==> src/rtl/imm_pkg.sv <==
// Shared types and opcode constants for the immediate generator.
// No logic, no latency.
// No flow control of its own.
package imm_pkg;

    typedef enum logic [2:0] {
        FMT_NONE = 3'd0,
        FMT_I    = 3'd1,
        FMT_S    = 3'd2,
        FMT_B    = 3'd3,
        FMT_U    = 3'd4,
        FMT_J    = 3'd5,
        FMT_SH   = 3'd6,
        FMT_Z    = 3'd7
    } imm_fmt_e;

    localparam logic [6:0] OPC_LOAD      = 7'b0000011;
    localparam logic [6:0] OPC_MISC_MEM  = 7'b0001111;
    localparam logic [6:0] OPC_OP_IMM    = 7'b0010011;
    localparam logic [6:0] OPC_AUIPC     = 7'b0010111;
    localparam logic [6:0] OPC_OP_IMM_32 = 7'b0011011;
    localparam logic [6:0] OPC_STORE     = 7'b0100011;
    localparam logic [6:0] OPC_OP        = 7'b0110011;
    localparam logic [6:0] OPC_LUI       = 7'b0110111;
    localparam logic [6:0] OPC_OP_32     = 7'b0111011;
    localparam logic [6:0] OPC_BRANCH    = 7'b1100011;
    localparam logic [6:0] OPC_JALR      = 7'b1100111;
    localparam logic [6:0] OPC_JAL       = 7'b1101111;
    localparam logic [6:0] OPC_SYSTEM    = 7'b1110011;

    // True for the funct3 values that select a shift-amount immediate.
    function automatic logic is_shift_f3(input logic [2:0] f3);
        return (f3 == 3'b001) || (f3 == 3'b101);
    endfunction

endpackage

==> src/rtl/imm_decode_comb.sv <==
// Combinational instr -> {imm, fmt, illegal} decode; IMM_ZICSR_EN adds CSR zimm.
// Latency: zero (pure combinational).
// No flow control; the caller registers the result.
module imm_decode_comb
    import imm_pkg::*;
#(
    parameter int XLEN = 32
) (
    input  logic [31:0]     instr,
    output logic [XLEN-1:0] imm,
    output imm_fmt_e        fmt,
    output logic            illegal
);

    logic [6:0]  opcode;
    logic [2:0]  funct3;
    logic [31:0] imm_i;
    logic [31:0] imm_s;
    logic [31:0] imm_b;
    logic [31:0] imm_u;
    logic [31:0] imm_j;

    assign opcode = instr[6:0];
    assign funct3 = instr[14:12];

    // 32-bit sign-extended forms; widened to XLEN below by a signed cast.
    assign imm_i = {{20{instr[31]}}, instr[31:20]};
    assign imm_s = {{20{instr[31]}}, instr[31:25], instr[11:7]};
    assign imm_b = {{19{instr[31]}}, instr[31], instr[7], instr[30:25], instr[11:8], 1'b0};
    assign imm_u = {instr[31:12], 12'b0};
    assign imm_j = {{11{instr[31]}}, instr[31], instr[19:12], instr[20], instr[30:21], 1'b0};

    // Opcode-driven format selection; opcodes not listed are flagged illegal.
    always_comb begin
        imm     = '0;
        fmt     = FMT_NONE;
        illegal = 1'b0;
        case (opcode)
            OPC_OP_IMM: begin
                if (is_shift_f3(funct3)) begin
                    fmt = FMT_SH;
                    imm = (XLEN == 64) ? XLEN'(instr[25:20]) : XLEN'(instr[24:20]);
                end else begin
                    fmt = FMT_I;
                    imm = XLEN'($signed(imm_i));
                end
            end
            OPC_OP_IMM_32: begin
                // Word-op immediates only exist on a 64-bit core.
                if (XLEN == 64) begin
                    if (is_shift_f3(funct3)) begin
                        fmt = FMT_SH;
                        imm = XLEN'(instr[24:20]);
                    end else begin
                        fmt = FMT_I;
                        imm = XLEN'($signed(imm_i));
                    end
                end else begin
                    illegal = 1'b1;
                end
            end
            OPC_LOAD, OPC_JALR: begin
                fmt = FMT_I;
                imm = XLEN'($signed(imm_i));
            end
            OPC_STORE: begin
                fmt = FMT_S;
                imm = XLEN'($signed(imm_s));
            end
            OPC_BRANCH: begin
                fmt = FMT_B;
                imm = XLEN'($signed(imm_b));
            end
            OPC_LUI, OPC_AUIPC: begin
                fmt = FMT_U;
                imm = XLEN'($signed(imm_u));
            end
            OPC_JAL: begin
                fmt = FMT_J;
                imm = XLEN'($signed(imm_j));
            end
            OPC_OP, OPC_OP_32, OPC_MISC_MEM: begin
                fmt = FMT_NONE;
            end
            OPC_SYSTEM: begin
`ifdef IMM_ZICSR_EN
                if (funct3[2] && (funct3[1:0] != 2'b00)) begin
                    fmt = FMT_Z;
                    imm = XLEN'(instr[19:15]);
                end else begin
                    fmt = FMT_I;
                    imm = XLEN'($signed(imm_i));
                end
`else
                fmt = FMT_NONE;
`endif
            end
            default: begin
                illegal = 1'b1;
            end
        endcase
    end

endmodule

==> src/rtl/imm_gen_pipe.sv <==
// Pipelined immediate generator with tag sideband; IMM_ZICSR_EN enables CSR zimm decode.
// Latency: 1 cycle from input handshake to out_valid when the output register is free.
// Backpressure: 2-entry (output + skid) buffer; in_ready is registered and drops once skid fills.
module imm_gen_pipe
    import imm_pkg::*;
#(
    parameter int XLEN  = 32,
    parameter int TAG_W = 32,
    parameter int CNT_W = 16
) (
    input  logic             clk,
    input  logic             reset,
    input  logic             flush,
    input  logic             in_valid,
    output logic             in_ready,
    input  logic [31:0]      in_instr,
    input  logic [TAG_W-1:0] in_tag,
    output logic             out_valid,
    input  logic             out_ready,
    output logic [XLEN-1:0]  out_imm,
    output imm_fmt_e         out_fmt,
    output logic             out_illegal,
    output logic [TAG_W-1:0] out_tag,
    output logic [CNT_W-1:0] illegal_cnt
);

    // Widths depend on module parameters, so the entry layout is declared here.
    typedef struct packed {
        logic [XLEN-1:0]  imm;
        imm_fmt_e         fmt;
        logic             illegal;
        logic [TAG_W-1:0] tag;
    } entry_t;

    entry_t dec_entry;
    entry_t out_q;
    entry_t skid_q;
    logic   skid_valid;
    logic   in_fire;
    logic   out_fire;
    logic   out_free;

    imm_decode_comb #(.XLEN(XLEN)) u_decode (
        .instr   (in_instr),
        .imm     (dec_entry.imm),
        .fmt     (dec_entry.fmt),
        .illegal (dec_entry.illegal)
    );
    assign dec_entry.tag = in_tag;

    assign in_fire  = in_valid & in_ready;
    assign out_fire = out_valid & out_ready;
    assign out_free = ~out_valid | out_ready;

    // Output/skid registers: skid drains first to keep FIFO order; flush empties both.
    always_ff @(posedge clk) begin
        if (reset) begin
            out_valid  <= 1'b0;
            skid_valid <= 1'b0;
            in_ready   <= 1'b1;
            out_q      <= '{imm: '0, fmt: FMT_NONE, illegal: 1'b0, tag: '0};
            skid_q     <= '{imm: '0, fmt: FMT_NONE, illegal: 1'b0, tag: '0};
        end else if (flush) begin
            out_valid  <= 1'b0;
            skid_valid <= 1'b0;
            in_ready   <= 1'b1;
        end else if (out_free) begin
            if (skid_valid) begin
                // in_ready was low, so no new entry can arrive this cycle.
                out_q      <= skid_q;
                out_valid  <= 1'b1;
                skid_valid <= 1'b0;
                in_ready   <= 1'b1;
            end else if (in_fire) begin
                out_q     <= dec_entry;
                out_valid <= 1'b1;
            end else begin
                out_valid <= 1'b0;
            end
        end else if (in_fire) begin
            skid_q     <= dec_entry;
            skid_valid <= 1'b1;
            in_ready   <= 1'b0;
        end
    end

    // Saturating count of illegal entries actually handed to the consumer.
    always_ff @(posedge clk) begin
        if (reset) begin
            illegal_cnt <= '0;
        end else if (out_fire && out_q.illegal && (illegal_cnt != '1)) begin
            illegal_cnt <= illegal_cnt + 1'b1;
        end
    end

    assign out_imm     = out_q.imm;
    assign out_fmt     = out_q.fmt;
    assign out_illegal = out_q.illegal;
    assign out_tag     = out_q.tag;

endmodule

==> config.mk <==
export PLATFORM = sky130hd
export DESIGN_NAME = imm_gen_pipe
export DESIGN_NICKNAME = d
export VERILOG_FILES = /design/src/rtl/imm_pkg.sv /design/src/rtl/imm_decode_comb.sv /design/src/rtl/imm_gen_pipe.sv
export SDC_FILE = /design/constraint.sdc
export NUM_CORES = 1
export LEC_CHECK = 0
export BUFFER_PORTS_ARGS = -buffer_cell sky130_fd_sc_hd__buf_2
export CAP_MARGIN = 20
export CORE_ASPECT_RATIO = 1.75
export CORE_MARGIN = 5
export CORE_UTILIZATION = 45
export CTS_CLUSTER_DIAMETER = 80
export DETAILED_ROUTE_END_ITERATION = 8
export GPL_TIMING_DRIVEN = 0
export PLACE_DENSITY = 0.69
export SLEW_MARGIN = 20
export SYNTH_ARGS = -nofsm -noshare
export SYNTH_HDL_FRONTEND = slang
export SYNTH_SLANG_ARGS = --single-unit
==> constraint.sdc <==
create_clock -name clk -period 5.4 [get_ports clk]
set_clock_uncertainty 0.15 [all_clocks]
set_input_delay 0.27 -clock clk [delete_from_list [all_inputs] [get_ports clk]]
set_output_delay 0.27 -clock clk [all_outputs]
set_load 0.02 [all_outputs]
### After elaboration in Yosys (flattened, before gate mapping)

Index checks and enable logic that the tools add are counted.

* register bits: 155
* input bits: 69

* add/subtract/negate cells: 1
* eq/ne operators: 16
* muxes and demuxes: 12
* bitwise operators: 6
* reduce and logical (&&, ||, !) cells: 13

Operators with widths (count)
* 32-bit one-hot mux with 6 select lines: 1
* 68-bit 2-to-1 mux: 2
* 32-bit 2-to-1 mux: 1
* 7-bit by 6-bit equality test with 1-bit output, second input constant: 4
* 7-bit equality test, second input constant: 4
* 3-bit one-hot mux with 6 select lines: 1
* 16-bit by 1-bit adder with 16-bit output, second input constant: 1
* 16-bit inequality test, second input constant: 1
* 7-bit by 5-bit equality test with 1-bit output, second input constant: 2
* 12-bit OR reduction: 1
* 7-bit by 2-bit equality test with 1-bit output, second input constant: 1
* 7-bit by 4-bit equality test with 1-bit output, second input constant: 1
* 1-bit 2-to-1 mux: 6
* 3-bit AND reduction: 2
* 2-bit OR reduction: 3
* 2-bit nonzero test: 2
* 3-bit by 1-bit equality test with 1-bit output, second input constant: 1
* 3-bit equality test, second input constant: 1
* 3-bit 2-to-1 mux: 1
* 1-bit inverter: 3
* 3-bit OR reduction: 1
* 1-bit AND: 2
* 1-bit logical AND: 2
* 2-bit inequality test, second input constant: 1
* 3 further kinds: 3

### Longest topological paths before layout

* depth in word-level cells: 6
* gate-level depth with buffers: 8
* mapped depth without buffers: 6

### By module

A second synthesis with hierarchy kept.

* cell total of the unflattened synthesis: 820
* area total of the unflattened synthesis: 7035.5 µm²

Modules (own cells, without submodules)
* imm_gen_pipe: instances 1, cells an instance 714, area an instance 6304.8 µm², sequential area each 3103.0 µm²
* imm_decode_comb: instances 1, cells an instance 106, area an instance 730.7 µm², sequential area each 0.0 µm²

### Least setup slack after synthesis

No wires, ideal clock.

* path type: reg2reg
* from: register illegal_cnt[0]
* to: register illegal_cnt[12]
* setup time: 0.128 ns
* arrival time: 1.595 ns
* path slack: 3.527 ns
* cell stages (with the launch flop): 8
* buffers on the path: 1
* cell sequence: dfxtp_1 ha_1 nand4_1 or2_0 clkbuf_1 nor3b_1 xnor2_1 nor2_1

* word-level cells in the longest chain between the ends: 2
* elaborated cells on any way between the ends: 3

RTL lines
* start: declaration: line imm_gen_pipe.sv:24 `output logic [CNT_W-1:0] illegal_cnt`
* start signal: assignment: line imm_gen_pipe.sv:92 `illegal_cnt <= illegal_cnt + 1'b1;`
* branches (longest 2 deep; another with 16-bit by 1-bit adder with 16-bit output)

Parallel ways; which one is timed is not known.
A chain may end at the register's enable or synchronous reset.

### Final worst setup path

* from: register skid_valid
* to: register out_q, in the netlist out_illegal

* word-level cells in the longest chain between the ends: 2
* elaborated cells on any way between the ends: 3

RTL lines
* start: declaration: line imm_gen_pipe.sv:38 `logic skid_valid;`
* start signal: assignment: line imm_gen_pipe.sv:59 `skid_valid <= 1'b0;`
* start signal: assignment: line imm_gen_pipe.sv:65 `skid_valid <= 1'b0;`
* start signal: assignment: line imm_gen_pipe.sv:72 `skid_valid <= 1'b0;`
* 2-bit nonzero test (no source line)
* 3-bit AND reduction (no source line)
* end signal: assignment: line imm_gen_pipe.sv:61 `out_q <= '{imm: '0, fmt: FMT_NONE, illegal: 1'b0, tag: '0};`
* end signal: assignment: line imm_gen_pipe.sv:70 `out_q <= skid_q;`
* end signal: assignment: line imm_gen_pipe.sv:75 `out_q <= dec_entry;`
* end: declaration: line imm_gen_pipe.sv:36 `entry_t out_q;`

Several ways; a longest one is shown, not always the timed one.

==> summary.md <==
| Metric | Value |
|---|---|
| Setup TNS | `0 ps` |
| Total CTS buffers | `17` |
| Pwr Density | `302 nW/µm²` |
| Root Driver | `clkbuf_16` |
| Clock sink count | `155` |
| Fin nets | `1076` |
| CTS tree | `yes` |
| Largest family of logic cells by synthesized area | `simple AND/OR/NAND/NOR gates` |
| Worst Path Arrival | `2540 ps` |
| WL final | `21400 µm` |
| Final hold violations | `0` |
| Avg Synthesized Cell Area | `8.50 µm²` |
| Synth area leader | `dfxtp_1` |
| Mux cell area share after synthesis | `4.94%` |
| Post-synthesis simple-gate area fraction | `22.7%` |
| Via count | `6608` |
| Aggregate global-route resource usage | `24.6%` |
| Max_slew headroom | `46.0%` |
| Fin crit share | `44.0%` |
| Synth Instances | `787` |
| Mapped cell area | `6690 µm²` |
| Die X | `102 µm` |
| Post-synthesis sequential area ratio | `46.4%` |
| Initial antenna violation count | `0` |
| Drt initial violations | `357` |
| Number of vias per cell | `5.50` |
| Routed Antenna Nets | `0` |
| Starting utilization of the core area | `45.3%` |
| Drt first pass iters | `5` |
| Die area | `17500 µm²` |
| Flops & latches, synth | `155` |
| Post-Synth Adder-Cell Area | `0.187%` |
| IO Count | `155` |
| Syn-to-layout area delta | `30.4%` |
| CP Class | `flop to flop` |
| Share of layout cells above drive strength 1 | `21.3%` |
| CTS resizes | `0` |
| First-pass GRT wire length | `33300 µm` |
| DPL Wire Length | `15700 µm` |
| Synth Flop Type | `dfxtp_1` |
| Max Cap Viol | `0` |
| Worst hold path class | `input port to flop` |
| Maximum fanout along the worst path | `10` |
| Slew @ Worst Pin | `811 ps` |
| Setup violators final | `0` |
| Synth cell types | `57` |
| N_diodes | `0` |
| Row count | `59` |
| Yosys warns | `0` |
| Synth Area in Compound Gates | `19.8%` |
| Critical Path RT | `5570 ps` |
| CTS Buffer Depth | `2` |
| Clock transition at path regs | `70 ps` |
| DR DRC count | `0` |
| Final Slew Violations | `0` |
| Critical path endpoint category | `flop` |
| Core ar. | `14800 µm²` |
| H-tree depth | `4` |
| Register area | `3100 µm²` |
| Largest net degree at the start of global routing | `17` |
| Area of the multi-input gates | `3290 µm²` |
| Largest cells by area after synthesis | `dfxtp_1 (46%), a211oi_1 (8.8%), nand2_1 (6.1%)` |
| Fmax | `421 MHz` |
| Fillers | `1435` |
| Crit start category | `flop` |
| Clock Latency Late Sink | `420 ps` |
| Post-synth EDFFs | `0` |
| RD Place Congestion | `0.934` |
| Max IR drop VDD | `199 µV` |
| Synth async-reset ratio | `0%` |
| Min Tclk post-route | `2380 ps` |
| XOR/XNOR Fraction of Synth Area | `1.57%` |
| Syn Nets | `857` |
| Overflow after GRT | `0` |
| Routed len/inst | `17.8 µm` |
| Port bufs | `152` |
| RSZ-0062 raised after global routing | `false` |
| Hold_ws | `11.8 ps` |
| P_leak | `0.00330 µW` |
| Top-area cell type share of the netlist area | `46.4%` |
| Status | `finished clean` |
| Vias in the first global route | `6564` |
| Die Span Y | `171 µm` |
-- logic make-up (layout without fill, tap and decap cells) --
group | after synthesis | in the layout
AND/OR/NAND/NOR | 315 | 315
AO/OA/AOI/OAI | 201 | 201
buffers and inverters | 70 | 302
XOR/XNOR | 12 | 12
adder cells (fa/ha/maj) | 1 | 1
flip-flops | 155 | 155
multiplexers | 33 | 33
-- worst max-delay path: stages (launching register included) --
cell and delay (ps):
dfxtp_1 300, buf_2 180, a21oi_1 110, nor3_2 520
clkbuf_1 550, o21ai_0 150, a311oi_1 310
-- Yosys cell counts, types with 2 or more instances --
master and count:
buf_2 16, o21ai_1 2, mux2i_1 33, a211oi_1 78, nand4_1 9, buf_1 4, o21a_1 2, and4_1 3
or3_1 5, a221oi_1 7, a31oi_1 5, a311oi_1 3, o311ai_0 2, dfxtp_1 155, and2_1 4, clkbuf_1 41
a22oi_1 4, nor2_1 92, a21oi_1 53, inv_1 6, nand3b_1 21, o21bai_1 2, buf_4 2, nand2b_1 4
nor2b_1 3, xnor2_1 4, nor3_2 2, nand3_1 12, and3_1 3, nand2_1 109, o21ai_0 34, nor4_1 2
nor3b_1 2, xor2_1 8, nor3_1 33
-- placed cells by master (no fill, tap or decap), types with 12 or more instances in the layout --
cell type | netlist | final
o21ai_0 | 34 | 34
clkbuf_1 | 41 | 41
nor3_1 | 33 | 33
nor2_1 | 92 | 92
dlygate4sd3_1 | 0 | 48
dfxtp_1 | 155 | 155
clkbuf_16 | 0 | 17
buf_2 | 16 | 168
nand3b_1 | 21 | 21
mux2i_1 | 33 | 33
nand3_1 | 12 | 12
a211oi_1 | 78 | 78
a21oi_1 | 53 | 53
nand2_1 | 109 | 109
-- through the flow --
stage / power, µW / std cells / util [%] / setup slack [ps] / cell area, µm²
4_1_cts: 2650 / 1202 / 59.1 / 2990 / 8720
6_report: 2640 / 1202 / 59.1 / 3020 / 8720
3_3_place_gp: 1480 / 1122 / 52.0 / 3080 / 7680
5_1_grt: 2720 / 1202 / 59.1 / 2840 / 8720
2_1_floorplan: 1370 / 787 / - / 3530 / 6690
3_5_place_dp: 1480 / 1122 / 52.0 / 3070 / 7680
-- power breakdown --
part,switching (µW),internal [µW]
registers,19.4,1180
logic,177,109
clock network,512,642
-- routing by layer --
layer / global-route usage (%) / up-vias / part of all wire (%) / wire length [µm]
met5: 0 / - / 0 / 0
met4: 13.4 / 0 / 4.7 / 1000
met3: 3.86 / 56 / 5.5 / 1170
met2: 46.2 / 204 / 54 / 11600
met1: 25.4 / 3108 / 36 / 7680
li1: - / 3240 / - / -
-- final timing paths --
path / from / endpoint / slack, ps / depth (start not counted)
worst max-delay path: skid_valid / out_illegal / 3020 / 6
worst min-delay path: in_instr[25] / skid_q[41] / 10 / 3
worst max register to register: skid_valid / out_illegal / 3020 / 6
worst min register to register: skid_q[45] / skid_q[45] / 300 / 2
-- repair_timing --
| action | in CTS | in global routing |
|---|---|---|
| hold buffers | 48 | 0 |
| endpoints found under the hold margin | 51 | 0 |
| buffers inserted | 0 | 0 |
-- final cells by class --
| cell class | count | area share [%] |
|---|---|---|
| plain buffers | 64 | 3.16 |
| clock buffers | 17 | 4.88 |
| clock inverters | 15 | 1.58 |
| inverters | 6 | 0.258 |
| multi-input cells | 562 | 37.7 |
| flip-flops and latches | 155 | 35.6 |
| well taps | 183 | 2.62 |
| repair buffers | 200 | 14.2 |
-- sequential cells by signal (all words and copies together) (netlist names) --
signal and flops:
in_ready 1, illegal_cnt 16, out_tag 32, skid_q 68, out_valid 1, out_illegal 1, out_imm 32, out_fmt 3
skid_valid 1
Note: power is estimated with default switching activity, not from simulation.
